`src/rtl/uart_tx_serializer.sv`:
```
// 8N1 (optionally 8E1/8O1) UART transmit serializer clocked by the 16x oversample clock.
// Optional parity bit between data and stop is enabled by defining UART_TX_PARITY_EN.
module uart_tx_serializer #(
    parameter int DATA_BITS  = 8,
    parameter int OVERSAMPLE = 16,
    parameter int STOP_BITS  = 1,
    parameter int PARITY_ODD = 0
) (
    input  logic                 clk16x,
    input  logic                 reset,
    input  logic [DATA_BITS-1:0] data_in,
    input  logic                 load,
    output logic                 tx,
    output logic                 tx_busy,
    output logic                 char_complete_tx
);

    localparam int CW = (OVERSAMPLE > 1) ? $clog2(OVERSAMPLE) : 1;
    localparam int BW = $clog2(DATA_BITS + STOP_BITS + 1);

    localparam logic [CW-1:0] CNT_LAST  = CW'(OVERSAMPLE - 1);
    localparam logic [BW-1:0] DATA_LAST = BW'(DATA_BITS - 1);
    localparam logic [BW-1:0] STOP_LAST = BW'(STOP_BITS - 1);

    localparam logic [2:0] S_IDLE   = 3'd0;
    localparam logic [2:0] S_START  = 3'd1;
    localparam logic [2:0] S_DATA   = 3'd2;
`ifdef UART_TX_PARITY_EN
    localparam logic [2:0] S_PARITY = 3'd3;
`endif
    localparam logic [2:0] S_STOP   = 3'd4;

    // Reject configurations the frame logic is not built for.
    if (STOP_BITS < 1 || STOP_BITS > 2 || PARITY_ODD < 0 || PARITY_ODD > 1 ||
        DATA_BITS < 1 || OVERSAMPLE < 2) begin : g_bad_cfg
        $error("uart_tx_serializer: unsupported parameter combination");
    end

    logic [2:0]           state;
    logic [CW-1:0]        cnt;
    logic [BW-1:0]        bit_idx;
    logic [DATA_BITS-1:0] shift;
`ifdef UART_TX_PARITY_EN
    logic                 par_bit;
`endif

    always_ff @(posedge clk16x or posedge reset) begin
        if (reset) begin
            state            <= S_IDLE;
            cnt              <= '0;
            bit_idx          <= '0;
            shift            <= '0;
            tx               <= 1'b1;
            tx_busy          <= 1'b0;
            char_complete_tx <= 1'b0;
`ifdef UART_TX_PARITY_EN
            par_bit          <= 1'b0;
`endif
        end else begin
            char_complete_tx <= 1'b0;
            if (state == S_IDLE) begin
                tx <= 1'b1;
                if (load) begin
                    shift   <= data_in;
                    state   <= S_START;
                    tx      <= 1'b0;
                    tx_busy <= 1'b1;
                    cnt     <= '0;
                    bit_idx <= '0;
`ifdef UART_TX_PARITY_EN
                    // Parity comes from the latched byte; the shifter is consumed by then.
                    par_bit <= (^data_in) ^ (PARITY_ODD != 0);
`endif
                end
            end else if (cnt != CNT_LAST) begin
                cnt <= cnt + 1'b1;
            end else begin
                // Bit boundary: tx takes the value of the next bit on this edge.
                cnt <= '0;
                case (state)
                    S_START: begin
                        state   <= S_DATA;
                        bit_idx <= '0;
                        tx      <= shift[0];
                        shift   <= shift >> 1;
                    end
                    S_DATA: begin
                        if (bit_idx == DATA_LAST) begin
                            bit_idx <= '0;
`ifdef UART_TX_PARITY_EN
                            state   <= S_PARITY;
                            tx      <= par_bit;
`else
                            state   <= S_STOP;
                            tx      <= 1'b1;
`endif
                        end else begin
                            bit_idx <= bit_idx + 1'b1;
                            tx      <= shift[0];
                            shift   <= shift >> 1;
                        end
                    end
`ifdef UART_TX_PARITY_EN
                    S_PARITY: begin
                        state   <= S_STOP;
                        bit_idx <= '0;
                        tx      <= 1'b1;
                    end
`endif
                    S_STOP: begin
                        tx <= 1'b1;
                        if (bit_idx == STOP_LAST) begin
                            state            <= S_IDLE;
                            bit_idx          <= '0;
                            tx_busy          <= 1'b0;
                            char_complete_tx <= 1'b1;
                        end else begin
                            bit_idx <= bit_idx + 1'b1;
                        end
                    end
                    default: begin
                        state   <= S_IDLE;
                        tx      <= 1'b1;
                        tx_busy <= 1'b0;
                    end
                endcase
            end
        end
    end

endmodule

```
`config.mk`:
```
export PLATFORM = sky130hd
export DESIGN_NAME = uart_tx_serializer
export DESIGN_NICKNAME = d
export VERILOG_FILES = /design/src/rtl/uart_tx_serializer.sv
export SDC_FILE = /design/constraint.sdc
export NUM_CORES = 1
export LEC_CHECK = 0
export BUFFER_PORTS_ARGS = -buffer_cell sky130_fd_sc_hd__buf_4
export CAP_MARGIN = 20
export CORE_AREA = 3 3 56 58
export DETAILED_ROUTE_END_ITERATION = 10
export DIE_AREA = 0 0 59 61
export GPL_TIMING_DRIVEN = 0
export SETUP_SLACK_MARGIN = 0.4
export SLEW_MARGIN = 15
export SYNTH_ARGS = -nofsm -noshare
export SYNTH_HDL_FRONTEND = slang
export SYNTH_SLANG_ARGS = --single-unit
```
`constraint.sdc`:
```
create_clock -name clk16x -period 3.9 [get_ports clk16x]
set_input_delay 0.39 -clock clk16x [delete_from_list [all_inputs] [get_ports clk16x]]
set_output_delay 0.39 -clock clk16x [all_outputs]
set_load 0.02 [all_outputs]
```
# Word-level counts from Yosys, hierarchy flattened
# Index checks and enable logic that the tools add are counted.
dict set report word_totals {
  word_cells 62
  register_bits 22
  output_inout_bits 3
  n_memories 0
  rom_bits 0
  latch_bits 0
  mem_bits_rw 0
}
dict set report classes {
  multipliers 0
  reduce_logical 9
  n_mux 33
  add_sub_neg 2
  n_shift 0
  eq_ne 11
  n_div 0
  magnitude_cmp 0
  bitwise 0
}
# op n
set op_table {}
lappend op_table {{two-way mux 8 bit} 4}
lappend op_table {{two-way mux 4 bit} 7}
lappend op_table {{one-hot mux 8 bit (2 select lines)} 1}
lappend op_table {{two-way mux 3 bit} 5}
lappend op_table {{two-way mux 1 bit} 12}
lappend op_table {{one-hot mux 4 bit (3 select lines)} 1}
lappend op_table {{AND reduction 4 bit} 3}
lappend op_table {{inequality test 3 bit (second input constant)} 3}
lappend op_table {{one-hot mux 3 bit (3 select lines)} 1}
lappend op_table {{adder 4 x 1 -> 4 bit (second input constant)} 2}
lappend op_table {{== test 4 x 3 -> 1 bit (second input constant)} 1}
lappend op_table {{zero test 4 bit} 1}
lappend op_table {{inequality test 2 bit (second input constant)} 2}
lappend op_table {{inequality test 4 bit (second input constant)} 1}
lappend op_table {{one-hot mux 1 bit (2 select lines)} 2}
lappend op_table {{nonzero test 4 bit} 1}
lappend op_table {{== test 3 x 1 -> 1 bit (second input constant)} 1}
lappend op_table {{== test 3 x 2 -> 1 bit (second input constant)} 1}
lappend op_table {{== test 3 bit (second input constant)} 1}
lappend op_table {{zero test 3 bit} 1}
lappend op_table {{AND reduction 3 bit} 1}
lappend op_table {{nonzero test 3 bit} 1}
lappend op_table {{inequality test 2 x 1 -> 1 bit (second input constant)} 1}
lappend op_table {{OR reduction 2 bit} 1}

# Longest topological paths before layout
dict set report depth {
  depth_word 5
  depth_mapped 6
  ltp_nobuf 6
}

# Least setup slack after synthesis
# OpenSTA, ideal clock, no wires.
dict set report synth_timing {
  path_type {register -> register}
  start {register state[2]}
  end {register bit_idx[3]}
  period_less_slack_ns 1.931
  n_path_buf 1
  path_stages_with_launch 6
  setup_ns 0.087
  arrival_ns 1.845
  slack_ns 1.969
  path_cell_list {dfrtp_1 -> or3_1 -> buf_6 -> a211o_1 -> or4_1 -> o211ai_1}
}
dict set report synth_between {
  elab_chain_len 4
  word_cells_on_any_way 11
  cone_classes {5 x eq/ne; 3 x mux; 3 x reduce/logical}
}
# element line
set synth_rtl {}
lappend synth_rtl {{from (decl)} 39} ;# logic [2:0] state;
lappend synth_rtl {{from (signal assigned)} 49} ;# state <= S_IDLE;
lappend synth_rtl {{from (signal assigned)} 65} ;# state <= S_START;
lappend synth_rtl {{from (signal assigned)} 82} ;# state <= S_DATA;
lappend synth_rtl {{== test 3 bit (tied with other cells)} 80} ;# case (state)
lappend synth_rtl {{one-hot mux 4 bit (3 select lines)} 80}
lappend synth_rtl {{two-way mux 4 bit} 75} ;# end else if (cnt != CNT_LAST) begin
lappend synth_rtl {{two-way mux 4 bit} 61} ;# if (state == S_IDLE) begin
lappend synth_rtl {{to (signal assigned)} 98} ;# bit_idx <= bit_idx + 1'b1;
lappend synth_rtl {{to (signal assigned)} 118} ;# bit_idx <= bit_idx + 1'b1;
lappend synth_rtl {{to (decl)} 41} ;# logic [BW-1:0] bit_idx;
# Parallel ways exist; a longest one is shown, timed or not. The select of a mux whose other input is x is not followed.
# A chain may end at the register's enable or synchronous reset.

# Final worst setup path
# Same ends and word-level chain as after synthesis.

==> flow_summary.yaml <==
critical_path:
  worstPathArrival_ns: 2.34
  r2r_slack_ns: 1.79
  r2r_end: "bit_idx[3]$_DFFE_PP0P_"
  rr_worst_depth: 5
  required_ns: 4.13
  critical_path.max_fanout: 10
  timing.rr.start: "state[2]$_DFFE_PP0P_"
  worst_setup_path_end_kind: "register"
  critical_path_class: "register to register"
  cp-start-kind: "register"
floorplanning:
  start_util_pct: 44.1
  dieArea_um2: 3600
  ios: 14
  die-height_um: 61
  num_rows: 19
  core_region_area_um2: 2710
  die_x_um: 59
drt:
  wl_per_cell_um: 13.1
  dr.pass1.iters: 4
  ant_nets: 0
  totalWireLength_mm: 2.29
  viasPerCell: 5.44
  drt_iter0_markers: 31
  via_count: 952
  drc: 0
global_routing:
  grt-ovfl-total: 0
  grt_pass1_wl_mm: 4.22
  gr-usage-all-layers_pct: 15.2
  grt_max_degree: 23
  antenna_found_initial: 0
  grt_pass1_vias: 924
cts:
  postCtsSetupBuffers: 0
  cts_max_level: 1
  insertion_delay_ns: 0.31
  clk_pin_slew_ns: 0.13
  cts.sinks: 22
  cts_buffers: 3
  clock_path_buffers: 2
  cts_resized: 0
  cts_root_buf: "clkbuf_4"
  postCtsHoldBufs: 0
  cts_tree: "built"
timing:
  finalCriticalPeriod_ns: 2.11
  rsz0062_at_grt: "no"
  finalCritPeriodShare_pct: 54.1
  hold_viol_final: 0
  tns_ns: 0
  drv_slew: 0
  fin_skew_ns: 0.00684
  max_freq_mhz: 474
  setup_viol: 0
  tightest_slew_ns: 0.816
  max_slew_margin_pct: 45.5
status:
  status: "finished, final reports clean"
yosys:
  synth_cell_type_count: 38
  postSynthCellCount: 127
  synth.avg_cell_area_um2: 9.42
  synth_nets: 141
  ys_seq_elements: 22
  synth_area_um2: 1200
  yosys_warnings: 0
  yosysSeqAreaShare_pct: 46.1
final_layout:
  fill_cells: 283
  n_antenna_cell: 0
  syn_to_final_growth_pct: 13.6
  fin_area_um2: 1360
  fin_cells: 175
  nets: 159
  drive_gt1_share_pct: 14.6
power_and_ir_drop:
  leakage_uw: 0.000617
  irDropWorstVdd_uv: 194
  p_per_area_nw_per_um2: 281
placement:
  numPortBuffers: 13
  place.gp.congestion: 0.740
  place_area_um2: 1330
  dp.cells: 171
  hpwl_mm: 1.70
worst_hold_path:
  hp-class: "primary input to async pin"
flow_run:
  cap_violations: 0
==> state kept, by name (all words and copies together), names as in the netlist <==
signal            flops
tx                    1
char_complete_tx      1
shift                 8
state                 3
tx_busy               1
bit_idx               4
cnt                   4
==> cell type report <==
type,instances,area [um2],area share (%)
clock buffer,4,26.3,1.93
tap,31,38.8,2.85
multi-input combinational,94,594,43.7
buffer,6,31.3,2.30
inverter,5,18.8,1.38
timing repair buffer,13,97.6,7.18
sequential,22,552,40.6
==> how the worst max path moves through the flow <==
stage | start | to | slack (ns) | cells past startpoint
finish | state[2]$_DFFE_PP0P_ | bit_idx[3]$_DFFE_PP0P_ | 1.79 | 5
floorplan | state[2]$_DFFE_PP0P_ | bit_idx[3]$_DFFE_PP0P_ | 1.97 | 5
CTS | state[2]$_DFFE_PP0P_ | bit_idx[3]$_DFFE_PP0P_ | 1.78 | 5
global placement | cnt[0]$_DFFE_PP0N_ | shift[5]$_DFFE_PP0P_ | 1.80 | 6
detailed placement | state[2]$_DFFE_PP0P_ | bit_idx[3]$_DFFE_PP0P_ | 1.80 | 5
global route | cnt[0]$_DFFE_PP0N_ | shift[1]$_DFFE_PP0P_ | 1.66 | 6
==> power breakdown <==
group          internal (uW)  switching (uW)
sequential               235            8.05
combinational           16.0            14.7
clock                   39.9            69.3
==> kinds of logic (layout without fill, tap and decap cells) <==
kind of cell,count (synthesis),count (layout),share of synthesized area (%)
xor gates and xnor gates,1,1,0.732
DFF,22,22,46.1
adders and majority gates,4,4,3.98
AOI/OAI and AO/OA,27,27,15.3
muxes,8,8,7.32
buffers and inverters,11,28,4.18
and+or+nand+nor,54,54,22.4
==> worst max-delay path: stages (launching register included) <==
cell and delay, ns:
dfrtp_1 0.46, or3_1 0.41, buf_6 0.15, a211o_1 0.35
or4_1 0.54, o211ai_1 0.11
==> cell usage in the layout (no fill, tap or decap), types with 2 or more instances in the layout <==
cell type   n
inv_1       5
clkbuf_4    3
buf_4      13
or3_1       2
nor2_1      2
nand3_1     3
mux2_1      6
a21oi_1     4
ha_1        3
nor3_1      3
a211o_1     2
clkbuf_1    5
nand3b_1    4
o21ai_0     8
or3b_2      2
o21bai_1    2
nand2_1    30
mux2i_1     2
a21o_1      3
a32oi_1     2
dfrtp_1    21
==> through the flow <==
step / hold slack [ns] / util [%] / worst slack [ns] / total power, uW
CTS: 0.266 / 50.1 / 1.78 / 388
finish: 0.228 / 50.1 / 1.79 / 382
global placement: 0.475 / 49.2 / 1.80 / 277
global route: 0.301 / 50.1 / 1.66 / 403
floorplan: 0.378 / - / 1.97 / 264
detailed placement: 0.482 / 49.2 / 1.80 / 278
==> cells in the mapped netlist <==
cell type	n	area, um2
a211o_1	2	17.5
a21o_1	3	22.5
a21oi_1	4	20.0
a22o_1	1	8.76
a31oi_1	1	6.26
a32o_1	1	10.0
a32oi_1	2	17.5
and2_1	1	6.26
and3_1	1	6.26
and3b_1	1	8.76
buf_2	1	5.00
buf_6	1	11.3
clkbuf_1	4	15.0
dfrtp_1	21	526
dfstp_2	1	26.3
ha_1	3	37.5
inv_1	5	18.8
maj3_1	1	10.0
mux2_1	6	67.6
mux2i_1	2	20.0
nand2_1	30	113
nand2b_1	1	6.26
nand3_1	3	15.0
nand3b_1	4	30.0
nor2_1	2	7.51
nor3_1	3	15.0
nor3b_1	1	7.51
nor4_1	1	6.26
nor4b_1	1	8.76
o211ai_1	1	7.51
o21ai_0	8	40.0
o21bai_1	2	15.0
o31ai_1	1	7.51
o32a_1	1	10.0
or3_1	2	12.5
or3b_2	2	17.5
or4_1	1	7.51
xor2_1	1	8.76
==> routing by layer <==
metal  GRT usage, %  vias up  share of wire [%]
li1               -      488                  -
met1           20.8      450                 49
met2           24.1       12                 47
met3           2.34        2                3.1
met4           5.83        0               0.87
met5              0        -                  0
No activity file was read; power rests on OpenSTA's default activity.
